--- src/rtl/wb_rx_interface_pkg.sv ---
// Shared types, register map and CRC helpers for the Wishbone RX drain block.
// CRC32 is the reflected Ethernet polynomial; the exposed value is bit-reversed.
package wb_rx_interface_pkg;

  localparam int unsigned ADDR_W  = 2;
  localparam int unsigned DATA_W  = 8;
  localparam int unsigned FIFO_W  = DATA_W + 1;
  localparam int unsigned COUNT_W = 11;
  localparam int unsigned CRC_W   = 32;

  localparam logic [COUNT_W-1:0] COUNT_MAX     = COUNT_W'(2047);
  localparam logic [CRC_W-1:0]   CRC_RESIDUE   = 32'hC704DD7B;
  localparam logic [CRC_W-1:0]   CRC_POLY_REFL = 32'hEDB88320;

  localparam logic [ADDR_W-1:0] REG_DATA     = 2'd0;
  localparam logic [ADDR_W-1:0] REG_COUNT_LO = 2'd1;
  localparam logic [ADDR_W-1:0] REG_STATUS   = 2'd2;
  localparam logic [ADDR_W-1:0] REG_CTRL     = 2'd3;

  typedef enum logic [1:0] {
    S_IDLE    = 2'd0,
    S_READING = 2'd1,
    S_DONE    = 2'd2
  } state_t;

  // FIFO head word: end-of-frame marker above the data byte
  typedef struct packed {
    logic              last;
    logic [DATA_W-1:0] data;
  } fifo_word_t;

  typedef struct packed {
    logic                      crc_ok;
    logic                      frame_done;
    logic [2:0]                rsvd;
    logic [COUNT_W-DATA_W-1:0] count_hi;
  } status_reg_t;

  // One byte through the LSB-first CRC register
  function automatic logic [CRC_W-1:0] crc32_byte(input logic [CRC_W-1:0] crc,
                                                  input logic [DATA_W-1:0] data);
    logic [CRC_W-1:0] c;
    logic             fb;
    c = crc;
    for (int i = 0; i < 8; i++) begin
      fb = c[0] ^ data[i];
      c  = {1'b0, c[CRC_W-1:1]} ^ (fb ? CRC_POLY_REFL : '0);
    end
    return c;
  endfunction

  function automatic logic [COUNT_W-1:0] sat_inc(input logic [COUNT_W-1:0] v);
    return (v == COUNT_MAX) ? v : v + COUNT_W'(1);
  endfunction

endpackage

--- src/rtl/wb_rx_interface_if.sv ---
// Byte-wide Wishbone pipelined bus between the CPU master and the RX drain slave.
interface wb_rx_interface_if;
  import wb_rx_interface_pkg::*;

  logic              i_wb_cyc;
  logic              i_wb_stb;
  logic              i_wb_we;
  logic [ADDR_W-1:0] i_wb_addr;
  logic [DATA_W-1:0] i_wb_data;
  logic              o_wb_ack;
  logic              o_wb_stall;
  logic [DATA_W-1:0] o_wb_data;

  modport master (
    output i_wb_cyc, i_wb_stb, i_wb_we, i_wb_addr, i_wb_data,
    input  o_wb_ack, o_wb_stall, o_wb_data
  );

  modport slave (
    input  i_wb_cyc, i_wb_stb, i_wb_we, i_wb_addr, i_wb_data,
    output o_wb_ack, o_wb_stall, o_wb_data
  );

endinterface

--- src/rtl/wb_rx_interface_crc32.sv ---
// Byte-serial Ethernet CRC32 accumulator; crc is the bit-reversed register so a
// good frame including its FCS leaves CRC_RESIDUE.
module crc32
  import wb_rx_interface_pkg::*;
(
  input  logic              clk,
  input  logic              rst,
  input  logic              en,
  input  logic [DATA_W-1:0] data_in,
  output logic [CRC_W-1:0]  crc
);

  logic [CRC_W-1:0] lfsr_q;

  // Synchronous clear: rst is decoded from FSM state and must not glitch a flop reset
  always_ff @(posedge clk) begin
    if (rst) begin
      lfsr_q <= '1;
    end else if (en) begin
      lfsr_q <= crc32_byte(lfsr_q, data_in);
    end
  end

  assign crc = {<<{lfsr_q}};

endmodule

--- src/rtl/wb_rx_interface.sv ---
// Wishbone byte slave draining RX frames from a FWFT FIFO, with per-frame byte
// count, FCS check and a software release between frames.
module wb_rx_interface
  import wb_rx_interface_pkg::*;
(
  input  logic              clk,
  input  logic              rst,
  wb_rx_interface_if.slave  wb,
  input  logic              i_fifo_empty,
  input  logic [FIFO_W-1:0] i_fifo_data,
  output logic              o_fifo_rd
);

  state_t             state_q, state_d;
  logic [COUNT_W-1:0] count_q, count_d;
  logic               crc_ok_q, crc_ok_d;
  logic               frame_done_q, frame_done_d;
  logic               ack_q, ack_d;
  logic [DATA_W-1:0]  rdata_q, rdata_d;

  fifo_word_t         head;
  status_reg_t        status_c;
  logic               rd_data_c;
  logic               stall_c;
  logic               accept_c;
  logic               pop_c;
  logic               release_c;
  logic               crc_rst_c;
  logic [CRC_W-1:0]   crc;
  logic               unused_wdata;

  assign head         = fifo_word_t'(i_fifo_data);
  assign unused_wdata = ^wb.i_wb_data;

  // Bus decode: only data-port reads depend on FIFO and frame state
  assign rd_data_c = !wb.i_wb_we && (wb.i_wb_addr == REG_DATA);
  assign stall_c   = (state_q == S_IDLE) ||
                     (rd_data_c && ((state_q != S_READING) || i_fifo_empty));
  assign accept_c  = wb.i_wb_cyc && wb.i_wb_stb && !stall_c;
  assign pop_c     = accept_c && rd_data_c;
  assign release_c = accept_c && wb.i_wb_we && (wb.i_wb_addr == REG_CTRL);
  assign o_fifo_rd = rst && pop_c;

  assign crc_rst_c = !rst || (state_q == S_IDLE);

  crc32 u_crc32 (
    .clk     (clk),
    .rst     (crc_rst_c),
    .en      (pop_c),
    .data_in (head.data),
    .crc     (crc)
  );

  always_comb begin
    status_c            = '0;
    status_c.crc_ok     = crc_ok_q;
    status_c.frame_done = frame_done_q;
    status_c.count_hi   = count_q[COUNT_W-1:DATA_W];
  end

  // Next state, frame bookkeeping and read-data mux
  always_comb begin
    state_d      = state_q;
    count_d      = count_q;
    crc_ok_d     = crc_ok_q;
    frame_done_d = frame_done_q;
    ack_d        = accept_c;
    rdata_d      = rdata_q;

    if (accept_c && !wb.i_wb_we) begin
      unique case (wb.i_wb_addr)
        REG_DATA:     rdata_d = head.data;
        REG_COUNT_LO: rdata_d = count_q[DATA_W-1:0];
        REG_STATUS:   rdata_d = DATA_W'(status_c);
        default:      rdata_d = {{(DATA_W-1){1'b0}}, !i_fifo_empty};
      endcase
    end

    unique case (state_q)
      S_IDLE: begin
        count_d      = '0;
        crc_ok_d     = 1'b0;
        frame_done_d = 1'b0;
        state_d      = S_READING;
      end
      S_READING: begin
        if (pop_c) begin
          count_d = sat_inc(count_q);
          if (head.last) begin
            state_d = S_DONE;
          end
        end
      end
      S_DONE: begin
        // Last byte entered the CRC on the transition edge; compare once, then hold
        if (!frame_done_q) begin
          frame_done_d = 1'b1;
          crc_ok_d     = (crc == CRC_RESIDUE);
        end
        if (release_c) begin
          state_d = S_IDLE;
        end
      end
      default: state_d = S_IDLE;
    endcase
  end

  always_ff @(posedge clk or negedge rst) begin
    if (!rst) begin
      state_q      <= S_IDLE;
      count_q      <= '0;
      crc_ok_q     <= 1'b0;
      frame_done_q <= 1'b0;
      ack_q        <= 1'b0;
      rdata_q      <= '0;
    end else begin
      state_q      <= state_d;
      count_q      <= count_d;
      crc_ok_q     <= crc_ok_d;
      frame_done_q <= frame_done_d;
      ack_q        <= ack_d;
      rdata_q      <= rdata_d;
    end
  end

  assign wb.o_wb_ack   = ack_q;
  assign wb.o_wb_stall = stall_c;
  assign wb.o_wb_data  = rdata_q;

endmodule
--- src/flat_wrapper.sv ---
// flat-port wrapper written by rule: the top's interface ports become plain ports
module wb_rx_interface_flat import wb_rx_interface_pkg::*;
  (clk, rst, i_fifo_empty, i_fifo_data, o_fifo_rd, wb_i_wb_cyc, wb_i_wb_stb, wb_i_wb_we, wb_i_wb_addr, wb_i_wb_data, wb_o_wb_ack, wb_o_wb_stall, wb_o_wb_data);
  wb_rx_interface_if wb_i ();
  input  logic clk;
  input  logic rst;
  input  logic i_fifo_empty;
  input  logic [FIFO_W-1:0] i_fifo_data;
  output logic o_fifo_rd;
  input wire logic [$bits(wb_i.i_wb_cyc)-1:0] wb_i_wb_cyc;
  input wire logic [$bits(wb_i.i_wb_stb)-1:0] wb_i_wb_stb;
  input wire logic [$bits(wb_i.i_wb_we)-1:0] wb_i_wb_we;
  input wire logic [$bits(wb_i.i_wb_addr)-1:0] wb_i_wb_addr;
  input wire logic [$bits(wb_i.i_wb_data)-1:0] wb_i_wb_data;
  output wire logic [$bits(wb_i.o_wb_ack)-1:0] wb_o_wb_ack;
  output wire logic [$bits(wb_i.o_wb_stall)-1:0] wb_o_wb_stall;
  output wire logic [$bits(wb_i.o_wb_data)-1:0] wb_o_wb_data;
  assign wb_i.i_wb_cyc = wb_i_wb_cyc;
  assign wb_i.i_wb_stb = wb_i_wb_stb;
  assign wb_i.i_wb_we = wb_i_wb_we;
  assign wb_i.i_wb_addr = wb_i_wb_addr;
  assign wb_i.i_wb_data = wb_i_wb_data;
  assign wb_o_wb_ack = wb_i.o_wb_ack;
  assign wb_o_wb_stall = wb_i.o_wb_stall;
  assign wb_o_wb_data = wb_i.o_wb_data;
  wb_rx_interface u_core (.clk(clk), .rst(rst), .wb(wb_i), .i_fifo_empty(i_fifo_empty), .i_fifo_data(i_fifo_data), .o_fifo_rd(o_fifo_rd));
endmodule
--- config.mk ---
export PLATFORM = sky130hd
export DESIGN_NAME = wb_rx_interface_flat
export DESIGN_NICKNAME = d
export VERILOG_FILES = /design/src/rtl/wb_rx_interface_pkg.sv /design/src/rtl/wb_rx_interface_if.sv /design/src/rtl/wb_rx_interface_crc32.sv /design/src/rtl/wb_rx_interface.sv /design/src/flat_wrapper.sv
export SDC_FILE = /design/constraint.sdc
export NUM_CORES = 1
export LEC_CHECK = 0
export CAP_MARGIN = 20
export CORE_UTILIZATION = 52
export CTS_CLUSTER_DIAMETER = 120
export DETAILED_ROUTE_END_ITERATION = 8
export PLACE_DENSITY = 0.77
export SYNTH_ARGS = -nofsm -noshare
export SYNTH_HDL_FRONTEND = slang
export SYNTH_HIERARCHICAL = 1
export SYNTH_SLANG_ARGS = --single-unit
--- constraint.sdc ---
create_clock -name clk -period 2.08 [get_ports clk]
set_input_delay 0.416 -clock clk [delete_from_list [all_inputs] [get_ports clk]]
set_output_delay 0.416 -clock clk [all_outputs]
set_load 0.1 [all_outputs]
==> results of run 1 <==
[path summary, 6_finish.rpt]
| path | startpoint | end | slack (ns) | cells past startpoint |
|---|---|---|---|---|
| min reg2reg | u_core/wb.o_wb_data[5] | u_core/wb.o_wb_data[5] | 0.52 | 1 |
| min in group clk | u_core/wb.o_wb_data[5] | u_core/wb.o_wb_data[5] | 0.52 | 1 |
| min | rst | u_core/wb.o_wb_ack | 0.49 | 2 |
| max | i_fifo_empty | o_fifo_rd | 0.03 | 5 |
| max reg2reg | u_core/count_q[0] | u_core/count_q[5] | 0.07 | 5 |
| max in group asynchronous | rst | u_core/count_q[7] | 1.39 | 2 |
[synth_stat cells, types with 3 or more instances]
cell type	instances
o21ai_0	12
a21oi_1	15
xnor2_4	5
o311ai_0	4
xnor2_1	31
o41a_1	3
mux2_2	5
nand4b_1	3
dfxtp_1	32
nor2b_1	3
o211ai_1	11
clkbuf_8	3
nand3_1	14
inv_1	4
nand2_1	39
nand4_1	4
nor4b_1	4
nor4_1	4
clkbuf_1	13
xnor2_2	7
mux2i_1	9
and3_1	3
xor2_1	21
dfrtp_1	24
a211o_1	9
nor2_1	35
nor3_1	5
[worst max-delay path, delay by kind of cell]
family	cells	cell delay [ns]
and+or+nand+nor	2	0.48
buffers and inverters	3	0.74
[logic make-up (layout without fill, tap and decap cells)]
group,count (synthesis),after routing,share of synthesized area (%)
and+or+nand+nor,130,130,19.0
xor gates and xnor gates,67,67,22.7
AOI/OAI and AO/OA,63,63,12.7
DFF,56,56,36.0
buffers and inverters,26,112,4.25
muxes,15,15,4.90
adders and majority gates,1,1,0.363
[flip-flops by register name (all words and copies together), names as in the netlist]
name and flops:
u_core/wb.o_wb_data 8, u_core/u_crc32/lfsr_q 32, u_core/wb.o_wb_ack 1, u_core/frame_done_q 1, u_core/state_q 2, u_core/count_q 11
u_core/crc_ok_q 1
[power by group through the flow]
stage | clock [mW] | combinational, mW | sequential (mW)
detailed placement | 0 | 0.908 | 1.19
global placement | 0 | 0.894 | 1.19
floorplan | 0 | 0.397 | 1.39
CTS | 0.747 | 0.911 | 1.17
global route | 0.789 | 0.969 | 1.17
finish | 0.730 | 0.918 | 1.17
[placed cells by master, fill, tap and decap left out, types with 4 or more instances in the layout]
cell / synthesis / layout
buf_4: 1 / 77
a211o_1: 9 / 9
nor4_1: 4 / 4
o311ai_0: 4 / 4
clkdlybuf4s50_1: 0 / 11
mux2_2: 5 / 5
xnor2_2: 7 / 6
dfrtp_1: 24 / 24
nand3_1: 14 / 14
xnor2_1: 31 / 31
buf_12: 0 / 4
nor4b_1: 4 / 4
mux2i_1: 9 / 9
xor2_1: 21 / 21
o21ai_0: 12 / 11
o211ai_1: 11 / 11
a21oi_1: 15 / 15
dfxtp_1: 32 / 32
nand4_1: 4 / 4
nor3_1: 5 / 5
nor2_1: 35 / 35
xnor2_4: 5 / 6
clkbuf_8: 3 / 5
inv_1: 4 / 4
nand2_1: 39 / 38
[final cells by class]
class                   count  share of cell area, %
inverters                   6                  0.793
flip-flops and latches     56                   28.1
well taps                  77                   2.18
multi-input cells         276                   47.6
clock buffers               8                   2.77
repair buffers             98                   18.5
[per-layer routing]
layer	global-route usage, %	part of all wire (%)	up-vias
met2	45.3	50	121
met1	34.4	41	1432
met5	0	0	-
met3	4.37	5.6	26
li1	-	-	1430
met4	11.4	3.2	0
[repair_timing]
action	CTS	global route
endpoints found under the setup margin	10	10
pin swaps	3	5
gates resized for setup	7	9
buffers inserted	1	1
hold endpoints to repair	0	0
==> results.yml, run 1 <==
final_layout:
  final_util_pct: 69.2
  fin_area_um2: 4420
  fillCellCount: 475
  num_antenna_cells: 0
  nNetsFinal: 469
  area_delta_synth_final_pct: 28.3
  final-seq-area_um2: 1240
  drive_above_1_share_pct: 27.7
  final_cell_count_no_fill: 521
  multi_input_area_um2: 2110
flow_run:
  max_cap_violations: 0
yosys:
  ys_warn_count: 6
  yosys.area.top_type: "dfxtp_1"
  netlist_instances: 358
  ys_ff_latch: 56
  syn_area_um2: 3440
  synth-edff-count: 0
  synth.area.top_cells: "dfxtp_1 19%, dfrtp_1 17%, xnor2_1 7.9%"
  synth_seq_area_share_pct: 36.0
  ys_types: 53
  syn_avg_cell_area_um2: 9.62
  async_reset_ff_share_pct: 42.9
  syn_nets: 384
  synthFlopType: "dfxtp_1"
  synth.top_cell.area_share_pct: 18.6
cts:
  clockBufferDepth: 2
  cts_tree: "yes"
  numCtsBuffers: 5
  cts-root-buf: "clkbuf_8"
  clkSlewWorstSetupHoldPaths_ns: 0.09
  cts_hold_buf: 0
  insertion_delay_ns: 0.31
  cts_max_level: 2
  clock_sinks: 56
floorplan:
  die_x_um: 83.4
  dieArea_um2: 6950
  ios: 36
  dieHeight_um: 83.4
  core_area_um2: 6390
  rows: 29
  initial_utilization_pct: 53.9
sta:
  tns_ns: 0
  grt_setup_unrepaired: "yes"
  slew_headroom_pct: 63.8
  hold_viol_final: 0
  holdWs_ns: 0.493
  setup_viol: 0
  fin_worst_skew_ns: 0.00801
  worstMarginPinSlew_ns: 0.536
  slew_viol_final: 0
  layout_setup_ws_ns: 0.0273
  fin_crit_sh_pct: 98.7
  fmax_mhz: 487
  post-route-min-period_ns: 2.05
outcome:
  status: "complete, no violations"
setup_path:
  cpPeakStageDelay_ns: 0.44
  start_kind: "input pin"
  critPathKind: "in -> out"
  cp.required_ns: 1.66
  cp-end-kind: "primary output"
  crit_slowest_cell: "clkdlybuf4s50_1"
  cp.arrival_ns: 1.64
  cp_cell_sequence: "clkdlybuf4s50_1 > buf_6 > nor4_4 > and2_4 > buf_12"
  critPathMaxFanout: 3
detailed_routing:
  routed_wirelength_um: 9140
  num_vias: 3009
  firstDrtPassIters: 6
  drc_errors: 0
  route.antenna.remaining_nets: 0
  drt_iter0_markers: 248
  wire_per_inst_um: 17.5
  vias_per_cell: 5.78
placed_design:
  placed_area_um2: 4260
  dp_hpwl_um: 6860
  io_buffers: 27
  gp_congestion: 0.927
  dp_slack_ns: -0.371
  placedCellCount: 511
power:
  power_frac_seq_pct: 41.5
  pwr-share-clk_pct: 25.9
  p_comb_share_pct: 32.6
  leakagePower_nw: 1.87
  p_sw_uw: 914
  pwr_density_cell_nw_per_um2: 637
  power_mw: 2.82
  internal_power_mw: 1.90
  peakVddDrop_mv: 0.456
  swShare_pct: 32.5
global_routing:
  grt_pass1_vias: 2917
  antenna_found_initial: 0
  grt_pass1_wl_um: 14700
  overflow: 0
  grt_max_degree: 23
  grt_util_all_layers_pct: 27.0
hold_path:
  hold_class: "in -> async"
(Power assumes the default switching activity.)
==> run 2, diff against run 1 <==
Settings changed: MAX_ROUTING_LAYER from default to met4, SLEW_MARGIN from default to 20.
==> run 2 against run 1 <==
Net effect: combinational power about the same; non-clock buffer count up 1; final cell count up 0.19%; via count up 0.47%; global-route usage up 1.1 points.
==> results.yml, run 2 (synthesis gave the netlist of run 1 again) <==
detailed_routing:
  drt_iter0_markers: 296
  vias_per_cell: 5.79
  wire_per_inst_um: 17.8
  drc_errors: 0
  routed_wirelength_um: 9310
  firstDrtPassIters: 5
  num_vias: 3023
  route.antenna.remaining_nets: 0
placed_design:
  io_buffers: 27
  gp_congestion: 0.952
  dp_hpwl_um: 6920
  placed_area_um2: 4240
  placedCellCount: 507
power:
  peakVddDrop_mv: 0.493
  leakagePower_nw: 1.86
  pwr_density_cell_nw_per_um2: 617
setup_path:
  worstReg2RegEnd: "u_core/count_q[5]"
  rr_startpoint: "u_core/count_q[0]"
  critPathKind: "reg -> reg"
  cp.required_ns: 2.33
  start_kind: "flop"
  cp-end-kind: "flop"
  worst_r2r_path_depth: 5
  critPathMaxFanout: 13
  r2r_setup_slack_ns: 0.06
  cp.arrival_ns: 2.28
global_routing:
  grt_util_all_layers_pct: 28.1
  antenna_found_initial: 0
  grt_pass1_vias: 2917
  overflow: 0
  grt_pass1_wl_um: 15000
  grt_max_degree: 22
cts:
  numCtsBuffers: 5
  cts_tree: "yes"
  clkSlewWorstSetupHoldPaths_ns: 0.10
  insertion_delay_ns: 0.31
  cts_max_level: 2
  clock_sinks: 56
  cts_hold_buf: 0
  clockBufferDepth: 2
  cts-root-buf: "clkbuf_8"
floorplan:
  rows: 29
  die_x_um: 83.4
  dieArea_um2: 6950
  core_area_um2: 6390
  dieHeight_um: 83.4
  initial_utilization_pct: 53.9
  ios: 36
sta:
  hold_viol_final: 0
  slew_headroom_pct: 56.1
  post-route-min-period_ns: 2.02
  grt_setup_unrepaired: "no"
  setup_viol: 0
  slew_viol_final: 0
  fin_crit_sh_pct: 97.3
  fin_worst_skew_ns: 0.0138
  worstMarginPinSlew_ns: 0.649
  fmax_mhz: 494
hold_path:
  hold_class: "in -> async"
final_layout:
  fillCellCount: 479
  final_common_cell: "buf_4"
  num_antenna_cells: 0
  fin_area_um2: 4390
  top_register: "u_core/u_crc32/lfsr_q"
  final_cell_count_no_fill: 522
  area_delta_synth_final_pct: 27.5
  nNetsFinal: 470
  final_cell_mix: "78 x buf_4, 38 x nand2_1, 35 x nor2_1"
  drive_above_1_share_pct: 28.5
  largest_register_ffs: 32
flow_run:
  max_cap_violations: 0
outcome:
  status: "complete, no violations"
[run 2: worst max path at each step]
stage | from | depth (start not counted) | to
detailed placement | wb_i_wb_we | 5 | u_core/count_q[5]
floorplan | wb_i_wb_we | 6 | u_core/u_crc32/lfsr_q[6]
CTS | wb_i_wb_addr[1] | 5 | o_fifo_rd
finish | u_core/count_q[0] | 5 | u_core/count_q[5]
global route | i_fifo_data[0] | 7 | u_core/u_crc32/lfsr_q[4]
global placement | wb_i_wb_we | 5 | u_core/count_q[5]
[run 2: power breakdown]
part,leakage (nW),switching (mW),total (mW),internal (mW)
combinational,1.25,0.530,0.916,0.386
sequential,0.574,0.0436,1.17,1.13
clock,0.0445,0.353,0.625,0.272
[run 2: metal layers]
metal	share of wire (%)	GRT usage (%)	vias up
met4	2.9	10.0	0
met3	6.7	4.27	31
met5	0	-	-
li1	-	-	1432
met1	41	36.0	1419
met2	49	45.2	141
[run 2: metrics by stage]
stage	TNS, ns	util, %	hold WS [ns]	power (mW)	setup slack [ns]
after floorplan	-0.615	-	0.120	1.78	-0.0629
after global placement	-11.88	66.4	0.492	2.08	-0.343
after detailed placement	-13.21	66.4	0.500	2.10	-0.382
after CTS	-0.00369	68.2	0.489	2.71	-0.00369
after global routing	0	68.8	0.532	2.82	0.0121
final	0	68.8	0.486	2.71	0.0557
[run 2: worst max-delay path: stages (launching register included)]
cell,delay (ns)
dfrtp_1,0.46
ha_1,0.26
and4_1,0.26
and4_2,0.36
or4b_1,0.53
nand3_1,0.10
[run 2: final cells by class]
class                   count  area, um^2  area share (%)
multi-input cells         276        2090            47.5
flip-flops and latches     56        1240            28.3
repair buffers             99         837            19.1
well taps                  77        96.3            2.19
clock buffers               7        86.3            1.97
inverters                   6        35.0           0.798
clock inverters             1        7.51           0.171
[run 2: timing repair]
item,4_1_cts,5_1_grt
endpoints found under the hold margin,0,0
setup endpoints to repair,6,5
gates cloned,0,0
buffers inserted,3,4
pin swaps,4,6
gates resized for setup,6,11
==> run 3, diff against run 2 <==
Settings changed: CORE_UTILIZATION 52 to 53, CTS_BUF_LIST from default to sky130_fd_sc_hd__clkbuf_8, PLACE_DENSITY 0.77 to 0.78.
==> run 3 against run 2 <==
Net effect: largest cell class unchanged; clock-buffer cell count shrank 2; via count shrank 4.4%; global-route usage shrank 0.97 points; fmax shrank 0.45%; utilization shrank 0.62 points; critical path type is now in -> reg; non-clock buffer count shrank 9; wire length shrank 9.9%.
==> results.yml, run 3 (synthesis gave the netlist of run 1 again) <==
outcome:
  status: "complete, no violations"
cts:
  clock_sinks: 56
  numCtsBuffers: 5
  cts_tree: "yes"
  clkSlewWorstSetupHoldPaths_ns: 0.09
  insertion_delay_ns: 0.32
  cts-root-buf: "clkbuf_8"
  cts_hold_buf: 0
  cts_max_level: 2
  clockBufferDepth: 2
detailed_routing:
  routed_wirelength_um: 8380
  drc_errors: 0
  num_vias: 2891
  vias_per_cell: 5.64
  wire_per_inst_um: 16.3
  drt_iter0_markers: 197
  firstDrtPassIters: 4
  route.antenna.remaining_nets: 0
global_routing:
  use_met3_pct: 4.07
  use_met2_pct: 46.4
  grt_pass1_wl_um: 13400
  grt_busiest_layer: "met2"
  met1_usage_pct: 33.3
  antenna_found_initial: 0
  grt_pass1_vias: 2717
  grt_util_all_layers_pct: 27.1
  overflow: 0
  grt_max_degree: 21
power:
  leakagePower_nw: 1.81
  pwr_density_cell_nw_per_um2: 627
  peakVddDrop_mv: 0.445
setup_path:
  rr_startpoint: "u_core/count_q[0]"
  cp-end-kind: "flop"
  start_kind: "input pin"
  cpMostUsedCell: "xnor2_2"
  cp.required_ns: 2.28
  path_buf_inv: 1
  cp.arrival_ns: 2.23
  cp_cell_sequence: "clkdlybuf4s50_1 > xnor2_2 > xnor2_2 > xnor3_1 > xnor2_1 > a21oi_1"
  cpPeakStageDelay_ns: 0.48
  crit_slowest_cell: "clkdlybuf4s50_1"
  cp_top_family: "XOR/XNOR gates"
  critPathMaxFanout: 5
  r2r_setup_slack_ns: 0.13
  crit_start: "i_fifo_data[2]"
  critPathKind: "in -> reg"
sta:
  slew_headroom_pct: 73.4
  fin_crit_sh_pct: 97.8
  worstMarginPinSlew_ns: 0.394
  grt_setup_unrepaired: "no"
  setup_viol: 0
  post-route-min-period_ns: 2.03
  slew_viol_final: 0
  fmax_mhz: 492
  fin_worst_skew_ns: 0.0122
  hold_viol_final: 0
hold_path:
  hold_class: "in -> reg"
  min_from: "wb_i_wb_stb"
floorplan:
  ios: 36
  dieArea_um2: 6830
  core_area_um2: 6310
  die_x_um: 82.6
  initial_utilization_pct: 54.6
  rows: 29
  dieHeight_um: 82.6
final_layout:
  fin_area_um2: 4300
  nNetsFinal: 461
  largest_register_ffs: 32
  final_cell_mix: "71 x buf_4, 38 x nand2_1, 35 x nor2_1"
  num_antenna_cells: 0
  fillCellCount: 488
  area_delta_synth_final_pct: 24.9
  final_common_cell: "buf_4"
  drive_above_1_share_pct: 26.8
  final_cell_count_no_fill: 513
  top_register: "u_core/u_crc32/lfsr_q"
placed_design:
  io_buffers: 27
  placedCellCount: 502
  dp_hpwl_um: 6380
  gp_congestion: 0.900
  placed_area_um2: 4180
flow_run:
  max_cap_violations: 0
run 3: worst reg2reg max path, cell delays in order (launching register included):
cell     delay [ns]
dfrtp_1        0.42
ha_1           0.24
and4_1         0.24
and4_1         0.34
or4b_1         0.56
nand3_1        0.10
run 3: layout make-up:
cell class / count / area [um^2] / share of cell area (%)
multi-input cells: 276 / 2090 / 48.6
flip-flops and latches: 56 / 1240 / 28.9
repair buffers: 90 / 748 / 17.4
well taps: 77 / 96.3 / 2.24
clock buffers: 5 / 68.8 / 1.60
inverters: 6 / 35.0 / 0.814
clock inverters: 3 / 21.3 / 0.494
run 3: where the power goes:
group | internal (mW) | switching (mW) | total, mW
clock network | 0.240 | 0.389 | 0.629
registers | 1.13 | 0.0351 | 1.16
logic | 0.380 | 0.529 | 0.909
total | 1.75 | 0.953 | 2.70
run 3: path summary, 6_finish.rpt:
kind | end | cells after the start
worst max register to register | u_core/count_q[5] | 5
worst max-delay path | u_core/u_crc32/lfsr_q[26] | 6
min in group asynchronous | u_core/wb.o_wb_data[0] | 2
worst min register to register | u_core/frame_done_q | 2
worst min-delay path | u_core/wb.o_wb_ack | 3
max in group asynchronous | u_core/wb.o_wb_data[6] | 2
run 3: stage by stage:
stage          worst slack [ns]  utilization, %  setup TNS, ns  power (mW)  hold slack [ns]
2_1_floorplan           -0.0629               -         -0.615        1.78            0.120
3_3_place_gp             -0.344            66.2          -9.92        2.07            0.493
3_5_place_dp             -0.407            66.2         -11.73        2.08            0.501
4_1_cts                  0.0145            67.9              0        2.71            0.478
5_1_grt                 0.00350            68.1              0        2.81            0.441
6_report                 0.0464            68.1              0        2.70            0.443
run 3: metal layers:
layer	vias up	routed length, um
met2	81	4290
met3	11	400
li1	1414	-
met4	0	127
met5	-	0
met1	1385	3560
run 3: timing repair:
item,4_1_cts,5_1_grt
endpoints found under the setup margin,4,3
pin swaps,3,6
resized for setup,6,8
setup buffers,2,1
